**config.mk**
```make
export PLATFORM = sky130hd
export DESIGN_NAME = serial_subtractor
export DESIGN_NICKNAME = d
export VERILOG_FILES = /design/src/rtl/serial_subtractor.sv
export SDC_FILE = /design/constraint.sdc
export NUM_CORES = 1
export LEC_CHECK = 0
export CAP_MARGIN = 25
export CORE_UTILIZATION = 34
export DETAILED_ROUTE_END_ITERATION = 10
export MAX_ROUTING_LAYER = met4
export PLACE_DENSITY_LB_ADDON = 0.2
export RECOVER_POWER = 50
export SLEW_MARGIN = 20
export SYNTH_ARGS = -nofsm -noshare
export SYNTH_HDL_FRONTEND = slang
export SYNTH_SLANG_ARGS = --single-unit
```
**constraint.sdc**
```tcl
create_clock -name clk -period 2.25 [get_ports clk]
set_input_delay 0.5625 -clock clk [delete_from_list [all_inputs] [get_ports clk]]
set_output_delay 0.5625 -clock clk [all_outputs]
set_load 0.1 [all_outputs]
```
**src/rtl/serial_subtractor.sv**
```systemverilog
// rtl/serial_subtractor.sv - bit-serial LSB-first subtractor built around one full-subtractor cell
// Produces diff, borrow, zero and signed-overflow flags WIDTH+1 cycles after start is accepted.

module fullsubtractor (
  output logic bout,
  output logic diff,
  input  logic a,
  input  logic b,
  input  logic bin
);
  assign diff = a ^ b ^ bin;
  assign bout = (~a & b) | (~(a ^ b) & bin);
endmodule

module serial_subtractor #(
  parameter int WIDTH = 32
) (
  input  logic             clk,
  input  logic             rst,
  input  logic             start,
  input  logic [WIDTH-1:0] a,
  input  logic [WIDTH-1:0] b,
  output logic             busy,
  output logic             done,
  output logic [WIDTH-1:0] diff,
  output logic             borrow_out,
  output logic             zero,
  output logic             overflow
);
  localparam int CW = (WIDTH > 1) ? $clog2(WIDTH) : 1;

  typedef enum logic [1:0] {S_IDLE, S_RUN, S_DONE} state_t;

  state_t           state, state_nx;
  logic [WIDTH-1:0] a_sr, b_sr, d_sr, d_next;
  logic [CW-1:0]    cnt;
  logic             brw;
  logic             cell_bout, cell_diff;
  logic             accept, last;

  fullsubtractor u_cell (
    .bout (cell_bout),
    .diff (cell_diff),
    .a    (a_sr[0]),
    .b    (b_sr[0]),
    .bin  (brw)
  );

  assign accept = start && (state != S_RUN);
  assign last   = (state == S_RUN) && (cnt == CW'(WIDTH - 1));
  assign d_next = {cell_diff, d_sr[WIDTH-1:1]};

  always_ff @(posedge clk) begin
    if (rst) state <= S_IDLE;
    else     state <= state_nx;
  end

  always_comb begin
    state_nx = state;
    case (state)
      S_IDLE:  if (start) state_nx = S_RUN;
      S_RUN:   if (last)  state_nx = S_DONE;
      S_DONE:  state_nx = start ? S_RUN : S_IDLE;
      default: state_nx = S_IDLE;
    endcase
  end

  always_comb begin
    busy = (state == S_RUN);
    done = (state == S_DONE);
  end

  always_ff @(posedge clk) begin
    if (rst) begin
      a_sr       <= '0;
      b_sr       <= '0;
      d_sr       <= '0;
      brw        <= 1'b0;
      cnt        <= '0;
      diff       <= '0;
      borrow_out <= 1'b0;
      zero       <= 1'b0;
      overflow   <= 1'b0;
    end else if (accept) begin
      a_sr <= a;
      b_sr <= b;
      d_sr <= '0;
      brw  <= 1'b0;
      cnt  <= '0;
    end else if (state == S_RUN) begin
      a_sr <= a_sr >> 1;
      b_sr <= b_sr >> 1;
      d_sr <= d_next;
      brw  <= cell_bout;
      cnt  <= cnt + CW'(1);
      // On the final bit the shift-reg LSBs hold the operand sign bits.
      if (last) begin
        diff       <= d_next;
        borrow_out <= cell_bout;
        zero       <= (d_next == '0);
        overflow   <= (a_sr[0] != b_sr[0]) && (cell_diff != a_sr[0]);
      end
    end
  end
endmodule

```
# After elaboration in Yosys (flattened, before gate mapping)
# Index checks and enable logic that the tools add are counted.
# W data, S select, Z words.
totals:
  word_cells: 44
  output_inout_bits: 37
  reg_bits: 139
  inputBits: 67
classes:
  n_reduce_logical: 9
  n_bitwise: 8
  n_eq_ne: 8
  add_sub_neg: 1
  mux: 8
op_table:
  columns: ["cell", "n"]
  rows:
  - ["$mux W32", 4]
  - ["$logic_not A32 Y1", 1]
  - ["$pmux W2 S3", 1]
  - ["$add A5 B1 Y5 const B", 1]
  - ["$eq A5 B5 Y1 const B", 1]
  - ["$mux W2", 2]
  - ["$ne A2 B1 Y1 const B", 2]
  - ["$logic_and A1 B1 Y1", 3]
  - ["$not A1 Y1", 3]
  - ["$reduce_and A3 Y1", 1]
  - ["$and A1 B1 Y1", 2]
  - ["$eq A2 B1 Y1 const B", 1]
  - ["$eq A2 B2 Y1 const B", 1]
  - ["$logic_not A2 Y1", 1]
  - ["$ne A1 B1 Y1", 2]
  - ["$ne A2 B2 Y1 const B", 1]
  - ["$reduce_and A2 Y1", 1]
  - ["$reduce_bool A2 Y1", 1]
  - ["$reduce_or A2 Y1", 1]
  - ["$xor A1 B1 Y1", 2]
  - ["$mux W1", 1]
  - ["$or A1 B1 Y1", 1]

# Logic depth before layout (Yosys ltp)
logic_depth:
  ltp_word: 4
  mapped_depth: 8
  depth_no_buf: 6

# Hierarchy
# From an unflattened synthesis, not the netlist that was laid out.
unflattened:
  cells_unflattened: 623
  hier_area_um2: 5630.4
modules_own_cells:
  columns: ["module", "cells_per_inst", "seq_area_each_um2", "n_inst", "area_each_um2"]
  rows:
  - ["serial_subtractor", 619, 2762.6, 1, 5599.1]
  - ["fullsubtractor", 4, 0.0, 1, 31.3]

# Worst setup path after synthesis
# No wires, ideal clock.
synth_path:
  path_type: "register to output"
  startpoint: "register state[1]"
  endpoint: "output done"
  n_path_buf: 0
  arrival_time_ns: 1.690
  path_slack_ns: -0.002
  required_ns: 1.688
  path_stages_with_launch: 2
  path_cell_list: "dfxtp_1 nor2b_1"
synth_via:
  elab_chain_cells: 1
synth_rtl:
  columns: ["item", "line", "rtl"]
  rows:
  - ["start, declared", "34", "state_t state, state_nx;"]
  - ["start signal, assigned", "55", "else state <= state_nx;"]
  - ["$eq A2 B2 Y1", "70", "done = (state == S_DONE);"]
  - ["end, declared", "24", "output logic done,"]
# No other way between the ends.

# Final worst setup path
layout_path:
  startpoint: "register state[0]"
  endpoint: "output busy"
layout_via:
  elab_chain_cells: 1
layout_rtl:
  columns: ["item", "line", "rtl"]
  rows:
  - ["$eq A2 B1 Y1", "69", "busy = (state == S_RUN);"]
  - ["end, declared", "23", "output logic busy,"]
# No other way between the ends.

==> results.py <==
metrics = {
    "sta": {
        "tns_ns": 0,
        "period_share_pct": 92.0,
        "fmax_mhz": 483,
        "setup_viol": 0,
        "rsz0062_at_grt": "no",
        "fin_skew_ns": 0.00752,
        "period_needed_ns": 2.07,
        "slew_headroom_pct": 42.0,
        "timing.hold.ws_ns": 0.456,
        "worst_slew_pin_slew_ns": 0.870,
        "slew_viol_final": 0,
        "hold_violations": 0,
    },
    "global_route": {
        "grtUsageTotal_pct": 16.6,
        "grt_pass1_vias": 4403,
        "antenna_found_initial": 0,
        "grt_pass1_wl_mm": 21.2,
        "grt_start_max_net_pins": 66,
        "gr-total-overflow": 0,
    },
    "placed_design": {
        "place_hpwl_mm": 8.41,
        "io_buffer_count": 103,
        "place_area_mm2": 0.00672,
        "place_congestion": 0.738,
    },
    "yosys": {
        "avgSynthCellArea_um2": 9.13,
        "yosys-top-cells-area": "dfxtp_1 49%, mux2i_1 11%, nand2_1 8.7%",
        "ys.flop_type": "dfxtp_1",
        "syn-num-nets": 690,
        "synth_cells": 619,
        "synth-edff-count": 0,
        "yosys_warnings": 0,
        "yosys-top-cells-count": "138 x dfxtp_1, 131 x nand2_1, 66 x nor2_1",
        "yosysSeqAreaShare_pct": 48.9,
        "synth_cell_types": 35,
        "synth_area_mm2": 0.00565,
        "synth_top_area_share_pct": 48.9,
        "yosysMostFrequentCell": "dfxtp_1",
        "ys_seq_elements": 138,
        "synth_top_area_cell": "dfxtp_1",
        "async_flop_share_pct": 0,
    },
    "drt": {
        "ant_nets": 0,
        "dr.pass1.iters": 4,
        "drc": 0,
        "via_per_inst": 4.86,
        "routedWlPerCell_um": 14.0,
        "drt-total-wl_mm": 13.0,
        "drt_iter0_markers": 188,
        "num_vias": 4521,
    },
    "cts": {
        "cts_max_level": 4,
        "cts_resized": 0,
        "ctsHoldBuffers": 0,
        "clock_path_buffers": 2,
        "cts_sinks": 138,
        "clkTransAtPathRegs_ns": 0.06,
        "clock_latency_ns": 0.41,
        "cts_made_buffers": 17,
        "post-cts-setup-buffer-count": 0,
        "cts_tree": "done",
        "clock-root-buffer": "clkbuf_16",
    },
    "critical_path": {
        "path_class": "reg2out",
        "critPathLaunchType": "flop",
        "required_ns": 1.69,
        "crit_start": "state[0]$_SDFFE_PP0P_",
        "crit-reg2reg-launch": "state[0]$_SDFFE_PP0P_",
        "crit_path_max_fanout": 34,
        "arrival_ns": 1.51,
        "crit_path_end_kind": "primary output",
    },
    "die": {
        "core_area_mm2": 0.0161,
        "die_h_um": 131,
        "die_area_mm2": 0.0171,
        "rows": 46,
        "start_util_pct": 35.2,
        "die_w_um": 131,
        "num_io_pins": 104,
    },
    "power_and_ir_drop": {
        "p_total_mw": 6.18,
        "vdd_drop_max_mv": 0.527,
        "leakage_nw": 2.77,
        "power_density_mw_per_mm2": 857,
    },
    "final_layout": {
        "multi_input_area_mm2": 0.00256,
        "fin_nets": 773,
        "num_antenna_cells": 0,
        "area_growth_pct": 27.5,
        "final_util_pct": 44.9,
        "final-seq-area_mm2": 0.00276,
        "drive_above_1_share_pct": 15.7,
        "fillCellCount": 1563,
        "final_area_mm2": 0.00721,
    },
    "hold_path": {
        "hp-start": "diff[12]$_SDFFE_PP0P_",
        "hp-class": "reg2reg",
    },
    "run": {
        "drv_cap": 0,
    },
    "outcome": {
        "status": "finished clean",
    },
}
## report_power, final
part           total, mW  internal (mW)  switching, mW
clock network       3.00           1.92           1.08
registers           2.62           2.56         0.0619
logic              0.559          0.263          0.296
total               6.18           4.74           1.44
## final cells by class
cell class	count	area share [%]
Timing Repair Buffer	115	13.3
Tap cell	216	3.75
Clock buffer	19	6.28
Multi-Input combinational cell	427	35.6
Clock inverter	13	2.66
Sequential cell	138	38.3
Inverter	3	0.156
## stage by stage
step | cells | setup WS, ns
3_3_place_gp | 899 | 0.422
3_5_place_dp | 899 | 0.354
6_report | 931 | 0.181
4_1_cts | 931 | 0.106
5_1_grt | 931 | 0.0503
2_1_floorplan | 619 | 0.522
## path summary, 6_finish.rpt
kind | endpoint | slack (ns) | cells past startpoint
max | busy | 0.18 | 3
max reg2reg | cnt[0]$_SDFFE_PP0P_ | 0.24 | 5
min reg2reg | diff[12]$_SDFFE_PP0P_ | 0.46 | 2
min | diff[12]$_SDFFE_PP0P_ | 0.46 | 2
## cell usage in the layout, fill, tap and decap left out, types with 2 or more instances in the layout
master / instances
nand2_1: 131
mux2i_1: 64
clkdlybuf4s50_1: 64
buf_4: 9
clkbuf_16: 17
nor2_1: 66
a211oi_1: 63
a21oi_1: 45
clkbuf_2: 37
inv_1: 2
nor3_1: 2
clkbuf_8: 2
nor2_2: 2
nand3b_1: 2
nand4_1: 2
buf_12: 2
clkinvlp_4: 6
or3_1: 2
bufinv_16: 4
ha_1: 3
a21oi_2: 22
dfxtp_1: 138
xor2_1: 2
inv_6: 2
clkbuf_4: 3
nor4_1: 7
## cells by family after synthesis
logic type      after synthesis  share of synthesized area (%)
fa+ha+maj                     4                           1.02
buf+inv                      54                           5.51
xor+xnor                      3                          0.465
mux                          64                           11.3
compound gates              135                           16.9
simple gates                221                           15.9
flops                       138                           48.9
## flip-flops by register name, indices dropped and copies added, names as in the netlist
| signal | flops |
|---|---|
| borrow_out | 1 |
| state | 2 |
| b_sr | 32 |
| brw | 1 |
| d_sr | 31 |
| a_sr | 32 |
| zero | 1 |
| cnt | 5 |
| diff | 32 |
| overflow | 1 |
## worst max-delay path: stages (launching register included)
cell and delay [ns]:
dfxtp_1 0.47, nand2b_4 0.27, inv_2 0.16, buf_12 0.18
## per-layer routing
| layer | vias to the layer above | global-route usage, % | wire length [µm] |
|---|---|---|---|
| met2 | 86 | 26.5 | 6040 |
| met1 | 2108 | 19.8 | 6250 |
| li1 | 2307 | - | - |
| met3 | 20 | 3.91 | 512 |
| met5 | - | - | 0 |
| met4 | 0 | 7.23 | 202 |
No activity file was read; power rests on OpenSTA's default activity.
